$ cat src/rtl/sram_bus_pkg.sv
// Shared definitions for the external asynchronous SRAM bus initiator:
// bus widths, default cycle timing and the state encoding.
package sram_bus_pkg;

  localparam int SRAM_ADDR_W = 21;
  localparam int SRAM_DATA_W = 16;

  // Default timing in fabric clock cycles (3 access cycles = 60 ns at 50 MHz)
  localparam int DEF_SETUP_CYC  = 1;
  localparam int DEF_ACCESS_CYC = 3;
  localparam int DEF_HOLD_CYC   = 1;
  localparam int DEF_TURN_CYC   = 1;

  typedef enum logic [2:0] {
    ST_IDLE   = 3'd0,
    ST_SETUP  = 3'd1,
    ST_ACCESS = 3'd2,
    ST_HOLD   = 3'd3,
    ST_TURN   = 3'd4
  } state_e;

  // The phase counter counts down to zero, so a phase of N cycles loads N-1.
  // A zero-length phase never loads the counter; return 0 to keep it defined.
  function automatic logic [3:0] cnt_load(input int cyc);
    return (cyc > 0) ? 4'(cyc - 1) : 4'd0;
  endfunction

endpackage

$ cat src/rtl/sram_bus_initiator.sv
// Single-outstanding request -> timed asynchronous SRAM read/write cycle.
// Every sram_* pin comes straight from a flop; the next pin values are
// derived from the next FSM state so the pins line up with the state.
module sram_bus_initiator
  import sram_bus_pkg::*;
#(
  parameter int ADDR_W     = SRAM_ADDR_W,
  parameter int DATA_W     = SRAM_DATA_W,
  parameter int SETUP_CYC  = DEF_SETUP_CYC,
  parameter int ACCESS_CYC = DEF_ACCESS_CYC,
  parameter int HOLD_CYC   = DEF_HOLD_CYC,
  parameter int TURN_CYC   = DEF_TURN_CYC
) (
  input  logic              clk,
  input  logic              reset,
  input  logic              req_valid,
  output logic              req_ready,
  input  logic              req_write,
  input  logic [ADDR_W-1:0] req_addr,
  input  logic [DATA_W-1:0] req_wdata,
  input  logic [1:0]        req_be,
  output logic              rsp_valid,
  output logic              rsp_write,
  output logic [DATA_W-1:0] rsp_rdata,
  output logic              busy,
  output logic [ADDR_W-1:0] sram_a,
  output logic              sram_cs_n,
  output logic              sram_oe_n,
  output logic              sram_we_n,
  output logic              sram_lb_n,
  output logic              sram_ub_n,
  output logic [DATA_W-1:0] sram_dq_o,
  output logic              sram_dq_oe,
  input  logic [DATA_W-1:0] sram_dq_i
);

  localparam int         LANE_W    = DATA_W / 2;
  localparam logic [3:0] SETUP_LD  = cnt_load(SETUP_CYC);
  localparam logic [3:0] ACCESS_LD = cnt_load(ACCESS_CYC);
  localparam logic [3:0] HOLD_LD   = cnt_load(HOLD_CYC);
  localparam logic [3:0] TURN_LD   = cnt_load(TURN_CYC);

  state_e            state_q, state_d;
  logic [3:0]        cnt_q, cnt_d;
  logic              write_q, write_d;
  logic [ADDR_W-1:0] sram_a_q, sram_a_d;
  logic              cs_n_q, cs_n_d;
  logic              oe_n_q, oe_n_d;
  logic              we_n_q, we_n_d;
  logic              lb_n_q, lb_n_d;
  logic              ub_n_q, ub_n_d;
  logic [DATA_W-1:0] dq_o_q, dq_o_d;
  logic              dq_oe_q, dq_oe_d;
  logic              rsp_valid_q, rsp_valid_d;
  logic              rsp_write_q, rsp_write_d;
  logic [DATA_W-1:0] rsp_rdata_q, rsp_rdata_d;

  logic              accept;
  logic              in_cycle;
  logic              access_last;
  logic [1:0]        lane_en;
  logic [DATA_W-1:0] rdata_masked;

  // Byte lanes follow the latched LB/UB strobes, which are stable during ACCESS
  assign lane_en = {~ub_n_q, ~lb_n_q};

  for (genvar gi = 0; gi < 2; gi++) begin : g_lane
    assign rdata_masked[gi*LANE_W +: LANE_W] =
      lane_en[gi] ? sram_dq_i[gi*LANE_W +: LANE_W] : '0;
  end

  // Next-state, phase counter and next pin values
  always_comb begin
    state_d = state_q;
    cnt_d   = (cnt_q != 4'd0) ? cnt_q - 4'd1 : 4'd0;
    accept  = 1'b0;

    unique case (state_q)
      ST_IDLE: begin
        if (req_valid) begin
          accept  = 1'b1;
          state_d = ST_SETUP;
          cnt_d   = SETUP_LD;
        end
      end
      ST_SETUP: begin
        if (cnt_q == 4'd0) begin
          state_d = ST_ACCESS;
          cnt_d   = ACCESS_LD;
        end
      end
      ST_ACCESS: begin
        if (cnt_q == 4'd0) begin
          state_d = ST_HOLD;
          cnt_d   = HOLD_LD;
        end
      end
      ST_HOLD: begin
        if (cnt_q == 4'd0) begin
          if (TURN_CYC > 0) begin
            state_d = ST_TURN;
            cnt_d   = TURN_LD;
          end else begin
            state_d = ST_IDLE;
            cnt_d   = 4'd0;
          end
        end
      end
      ST_TURN: begin
        if (cnt_q == 4'd0) begin
          state_d = ST_IDLE;
          cnt_d   = 4'd0;
        end
      end
      default: begin
        state_d = ST_IDLE;
        cnt_d   = 4'd0;
      end
    endcase

    // Address, CS and lane strobes are owned by the op from SETUP through HOLD
    in_cycle    = (state_d == ST_SETUP) || (state_d == ST_ACCESS) || (state_d == ST_HOLD);
    access_last = (state_q == ST_ACCESS) && (cnt_q == 4'd0);

    write_d  = accept ? req_write : write_q;
    sram_a_d = accept ? req_addr : sram_a_q;
    dq_o_d   = (accept && req_write) ? req_wdata : dq_o_q;
    cs_n_d   = ~in_cycle;
    lb_n_d   = accept ? ~req_be[0] : (in_cycle ? lb_n_q : 1'b1);
    ub_n_d   = accept ? ~req_be[1] : (in_cycle ? ub_n_q : 1'b1);
    we_n_d   = ~((state_d == ST_ACCESS) && write_d);
    oe_n_d   = ~((state_d == ST_ACCESS) && !write_d);
    dq_oe_d  = in_cycle && write_d;

    // Response lands on the first HOLD cycle; read data is captured on the
    // edge closing the last ACCESS cycle and held until the next read
    rsp_valid_d = access_last;
    rsp_write_d = access_last ? write_q : rsp_write_q;
    rsp_rdata_d = (access_last && !write_q) ? rdata_masked : rsp_rdata_q;
  end

  // State and pin registers; reset drops every strobe without waiting for a clock
  always_ff @(posedge clk or negedge reset) begin
    if (!reset) begin
      state_q     <= ST_IDLE;
      cnt_q       <= 4'd0;
      write_q     <= 1'b0;
      sram_a_q    <= '0;
      cs_n_q      <= 1'b1;
      oe_n_q      <= 1'b1;
      we_n_q      <= 1'b1;
      lb_n_q      <= 1'b1;
      ub_n_q      <= 1'b1;
      dq_o_q      <= '0;
      dq_oe_q     <= 1'b0;
      rsp_valid_q <= 1'b0;
      rsp_write_q <= 1'b0;
      rsp_rdata_q <= '0;
    end else begin
      state_q     <= state_d;
      cnt_q       <= cnt_d;
      write_q     <= write_d;
      sram_a_q    <= sram_a_d;
      cs_n_q      <= cs_n_d;
      oe_n_q      <= oe_n_d;
      we_n_q      <= we_n_d;
      lb_n_q      <= lb_n_d;
      ub_n_q      <= ub_n_d;
      dq_o_q      <= dq_o_d;
      dq_oe_q     <= dq_oe_d;
      rsp_valid_q <= rsp_valid_d;
      rsp_write_q <= rsp_write_d;
      rsp_rdata_q <= rsp_rdata_d;
    end
  end

  assign req_ready  = (state_q == ST_IDLE);
  assign busy       = (state_q != ST_IDLE);
  assign rsp_valid  = rsp_valid_q;
  assign rsp_write  = rsp_write_q;
  assign rsp_rdata  = rsp_rdata_q;
  assign sram_a     = sram_a_q;
  assign sram_cs_n  = cs_n_q;
  assign sram_oe_n  = oe_n_q;
  assign sram_we_n  = we_n_q;
  assign sram_lb_n  = lb_n_q;
  assign sram_ub_n  = ub_n_q;
  assign sram_dq_o  = dq_o_q;
  assign sram_dq_oe = dq_oe_q;

endmodule

$ cat config.mk
export PLATFORM = sky130hd
export DESIGN_NAME = sram_bus_initiator
export DESIGN_NICKNAME = d
export VERILOG_FILES = /design/src/rtl/sram_bus_pkg.sv /design/src/rtl/sram_bus_initiator.sv
export SDC_FILE = /design/constraint.sdc
export NUM_CORES = 1
export LEC_CHECK = 0
export ABC_AREA = 0
export BUFFER_PORTS_ARGS = -buffer_cell sky130_fd_sc_hd__buf_2
export CORE_ASPECT_RATIO = 0.75
export CORE_UTILIZATION = 40
export CTS_CLUSTER_DIAMETER = 200
export DETAILED_ROUTE_END_ITERATION = 16
export PLACE_DENSITY = 0.79
export SYNTH_ARGS = -nofsm -noshare
export SYNTH_HDL_FRONTEND = slang
export SYNTH_SLANG_ARGS = --single-unit
$ cat constraint.sdc
create_clock -name clk -period 3.46 [get_ports clk]
set_clock_uncertainty 0.1 [all_clocks]
set_input_delay 0.519 -clock clk [delete_from_list [all_inputs] [get_ports clk]]
set_output_delay 0.519 -clock clk [all_outputs]
set_load 0.03 [all_outputs]
# --- Word-level counts from Yosys, hierarchy flattened ---
# Cells that the tools add are included.
totals:
  in_bits: 59
  ff_bits: 69
  word_cells: 62
  output_inout_bits: 63
classes:
  reduce_logical: 15
  eq_ne: 8
  add_sub_neg: 1
  bitwise: 5
  n_mux: 19
ops:
  columns: ["operator", "count"]
  rows:
  - ["4-bit two-way mux", 4]
  - ["8-bit two-way mux", 2]
  - ["3-bit two-way mux", 5]
  - ["3-bit case mux with 5 select lines", 1]
  - ["3-bit by 2-bit equality test with 1-bit output, second input constant", 4]
  - ["4-bit case mux with 3 select lines", 1]
  - ["3-bit by 1-bit equality test with 1-bit output, second input constant", 2]
  - ["1-bit logical AND", 6]
  - ["1-bit two-way mux", 6]
  - ["1-bit inverter", 5]
  - ["4-bit logical NOT", 1]
  - ["4-bit nonzero test", 1]
  - ["4-bit by 1-bit subtractor with 4-bit output, second input constant", 1]
  - ["3-bit equality test, second input constant", 1]
  - ["3-bit logical NOT", 1]
  - ["3-bit nonzero test", 1]
  - ["3-bit OR reduction", 1]
  - ["1-bit logical NOT", 2]
  - ["1-bit logical OR", 2]
  - ["2-bit inequality test, second input constant", 1]

# --- Depth between registers and ports, before layout ---
depth:
  ltp_word: 8
  mapped_depth: 7
  depth_no_buf: 5

# --- Worst setup path before layout ---
# OpenSTA, ideal clock, no wires.
synth_timing:
  path_kind: "reg-to-reg"
  startpoint: "register cnt_q[0]"
  endpoint: "register rsp_rdata_q[0] (netlist: rsp_rdata[0])"
  stages_incl_launch_ff: 8
  setup_slack_ns: 1.206
  period_less_slack_ns: 2.254
  arrival_time_ns: 2.028
  setup_time_ns: 0.125
  n_path_buf: 2
  required_ns: 3.235
  cell_sequence: "dfrtp_1 inv_1 ha_1 or3b_4 or4_4 buf_6 buf_12 mux2_4"
synth_between:
  elab_chain_len: 3
synth_rtl:
  columns: ["element", "line_no", "text"]
  rows:
  - ["start, declared", "sram_bus_initiator.sv:44", "logic [3:0] cnt_q, cnt_d;"]
  - ["start signal, assigned", "sram_bus_initiator.sv:161", "cnt_q <= cnt_d;"]
  - ["4-bit logical NOT", "sram_bus_initiator.sv:123", "access_last = (state_q == ST_ACCESS) && (cnt_q == 4'd0);"]
  - ["1-bit logical AND", "sram_bus_initiator.sv:123", null]
  - ["1-bit logical AND", "sram_bus_initiator.sv:139", "rsp_rdata_d = (access_last && !write_q) ? rdata_masked : rsp_rdata_q;"]
  - ["end signal, assigned", "sram_bus_initiator.sv:173", "rsp_rdata_q <= rsp_rdata_d;"]
  - ["end, declared", "sram_bus_initiator.sv:56", "logic [DATA_W-1:0] rsp_rdata_q, rsp_rdata_d;"]
# Every way passes these cells.
# A chain may end at the register's enable or synchronous reset.

# --- Worst setup path after layout ---
layout_timing:
  startpoint: "register state_q[2]"
  endpoint: "register dq_o_q[5] (netlist: sram_dq_o[5])"
layout_between:
  elab_chain_len: 3
layout_rtl:
  columns: ["element", "line_no", "text"]
  rows:
  - ["start, declared", "sram_bus_initiator.sv:43", "state_e state_q, state_d;"]
  - ["start signal, assigned", "sram_bus_initiator.sv:160", "state_q <= state_d;"]
  - ["3-bit logical NOT", "sram_bus_initiator.sv:78", "unique case (state_q)"]
  - ["1-bit two-way mux", "sram_bus_initiator.sv:78", null]
  - ["1-bit logical AND", "sram_bus_initiator.sv:127", "dq_o_d = (accept && req_write) ? req_wdata : dq_o_q;"]
  - ["end signal, assigned", "sram_bus_initiator.sv:169", "dq_o_q <= dq_o_d;"]
  - ["end, declared", "sram_bus_initiator.sv:52", "logic [DATA_W-1:0] dq_o_q, dq_o_d;"]
# Every way passes these cells.

==> metrics <==
Commonest cells post-synth=64 x dfrtp_1, 44 x mux2_2, 17 x nor2b_1; setup ws final=0.927 ns; pre-CTS WS=0.942 ns; Setup Crit Path Kind=flip-flop to flip-flop; Worst Setup Start Kind=flip-flop; fraction of layout cells with a size suffix above 1=0.626; slowest stage cell, crit path=nor4b_2; H-Tree Depth=3; syn nets=258; Max Freq=395 MHz; fin crit period=2.53 ns; Ports=122; Syn Inst Count=197; hold slack=0.129 ns; share of async-settable or async-resettable flops after synthesis=1.00; final worst path period share=0.732; GR Overflow Total=0; I/O Buffers=121; first-pass GRT wire length=9290 um; Detailed Route WL=5950 um; vias=2011; setup TNS=0 ns; initial antenna violation count=0; top cells by area, synth=dfrtp_1 56%, mux2_2 17%, mux2_4 5.2%; Pre-antenna DRT Iters=4; crit path DAT=2.65 ns; Nets=382; MaxCap Viol Count=0; endpoints failing setup=0; Finished Core Util=0.545; Sink Count=69; number of synthesized flops with an enable pin=0; headroom to the max-slew limit=0.508; multi-input logic area=0.00106 mm2; worst hold path type=input port to async pin; Initial Util=0.419; clk_lat worst skew=0.34 ns; GR Util All Layers=0.165; CTS root buffer=clkbuf_8; GPL Wtd Cong=0.791; fill count=626; Synth Cell Area=0.00287 mm2; critical-path cell list=nor4b_2 > nand2_1 > mux2_2; chip width=99.9 um; max-slew violations=0; synthesis-to-finish area growth=30.3%; number of buffers created by CTS=9; slew at the pin closest to its max-slew limit=0.737 ns; IR drop worst, VDD=452 uV; register area=0.00173 mm2; vias in the first global route=1996; Primary FF master, synth=dfrtp_1; top-count cell post-synth=dfrtp_1; Worst-path clk slew=0.08 ns; Max Buffers Root-to-Sink=2; Cell Pwr Density=1060 mW/mm2; Netlist cell types=38; Lkg Pwr=1.85 nW; crit-path max cell delay=0.71 ns; Die H=75.4 um; endpoint class of the critical path=flip-flop; CTS tree=yes; Routed WL per cell=14.0 um; drc violations=0; Post-Syn Area per Cell=14.6 um2; #FFs+latches synth=69; # Post-CTS Setup Buffers=0; Via-to-Cell Ratio=4.74; Final ANT Viol Nets=0; pin count of the biggest net entering global routing=39; Final Hold Fails=0; CTS-repair resized insts=0; CP Data Required Time=3.58 ns; Synth top area share=0.557; Hold Buf Count CTS=0; # diodes=0; Design Area, Final=0.00374 mm2; RSZ-0062 raised after global routing=false; critical path peak fanout=17; Placed Area=0.00357 mm2; Rows=26; DRT iter0 DRCs=186; Die ar.=0.00753 mm2; Yosys warning total=0; sequential area share after synthesis=0.603; post-synth top area cell=dfrtp_1; core area=0.00686 mm2; HPWL after detailed placement=4230 um; status=completed
stage by stage:
step | total power, mW | instances
floorplan | 2.86 | 197
global placement | 3.36 | 408
detailed placement | 3.42 | 408
CTS | 4.02 | 424
global route | 4.22 | 424
finish | 3.97 | 424
sequential cells by signal, indices dropped and copies added, names as in the netlist:
register and flops:
sram_a 21, rsp_rdata 16, sram_dq_o 16, cnt_q 4, state_q 3, rsp_valid 1, rsp_write 1, sram_cs_n 1
sram_dq_oe 1, sram_lb_n 1, sram_oe_n 1, sram_ub_n 1, sram_we_n 1, write_q 1
layout make-up:
| cell class | instances | area share |
|---|---|---|
| Tap cell | 98 | 0.0328 |
| Multi-Input combinational cell | 113 | 0.284 |
| Clock buffer | 9 | 0.0331 |
| Sequential cell | 69 | 0.463 |
| Clock inverter | 7 | 0.0134 |
| Inverter | 5 | 0.00502 |
| Timing Repair Buffer | 123 | 0.169 |
where the power goes:
| group | leakage (nW) | switching, mW | internal (mW) |
|---|---|---|---|
| registers | 0.824 | 0.265 | 1.22 |
| clock network | 0.0816 | 0.311 | 0.260 |
| logic | 0.947 | 1.18 | 0.735 |
cell usage in the layout (no fill, tap or decap), drive strengths merged, types with 2 or more instances in the layout:
| cell | count |
|---|---|
| buf | 123 |
| dfrtp | 64 |
| mux2 | 54 |
| nor2b | 17 |
| clkbuf | 9 |
| nor3 | 7 |
| inv | 6 |
| dfstp | 5 |
| or3 | 3 |
| nor2 | 3 |
| clkinvlp | 3 |
| clkinv | 3 |
| a211oi | 2 |
| nand3 | 2 |
| xnor2 | 2 |
| a22oi | 2 |
| ha | 2 |
| or3b | 2 |
| or4 | 2 |
logic make-up after synthesis:
group	after synthesis	synth area share
buffers and inverters	15	0.0296
flip-flops	69	0.603
XOR/XNOR	3	0.00915
multiplexers	55	0.228
AO/OA/AOI/OAI	9	0.0244
AND/OR/NAND/NOR	44	0.0967
adder cells (fa/ha/maj)	2	0.00871
worst max-delay path, delay by kind of cell, from the launching register on:
family / cells / cell delay, ns
flip-flops: 1 / 0.55
multiplexers: 1 / 0.45
AND/OR/NAND/NOR: 2 / 1.31
routing by layer:
layer	wire, um	vias to the layer above	track usage
li1	-	935	-
met4	31	0	0.0458
met5	0	-	0
met3	417	5	0.0734
met1	2710	983	0.205
met2	2790	88	0.264
final timing paths:
check | slack [ns] | cells past startpoint | start | to
max | 0.93 | 3 | state_q[2] | sram_dq_o[5]
min | 0.13 | 1 | reset | rsp_rdata[2]
max reg2reg | 0.93 | 3 | state_q[2] | sram_dq_o[5]
min reg2reg | 0.37 | 1 | cnt_q[0] | cnt_q[0]
max in group asynchronous | 2.41 | 2 | reset | sram_oe_n
min in group clk | 0.23 | 2 | req_be[1] | sram_ub_n
Note: power is estimated with default switching activity, not from simulation.
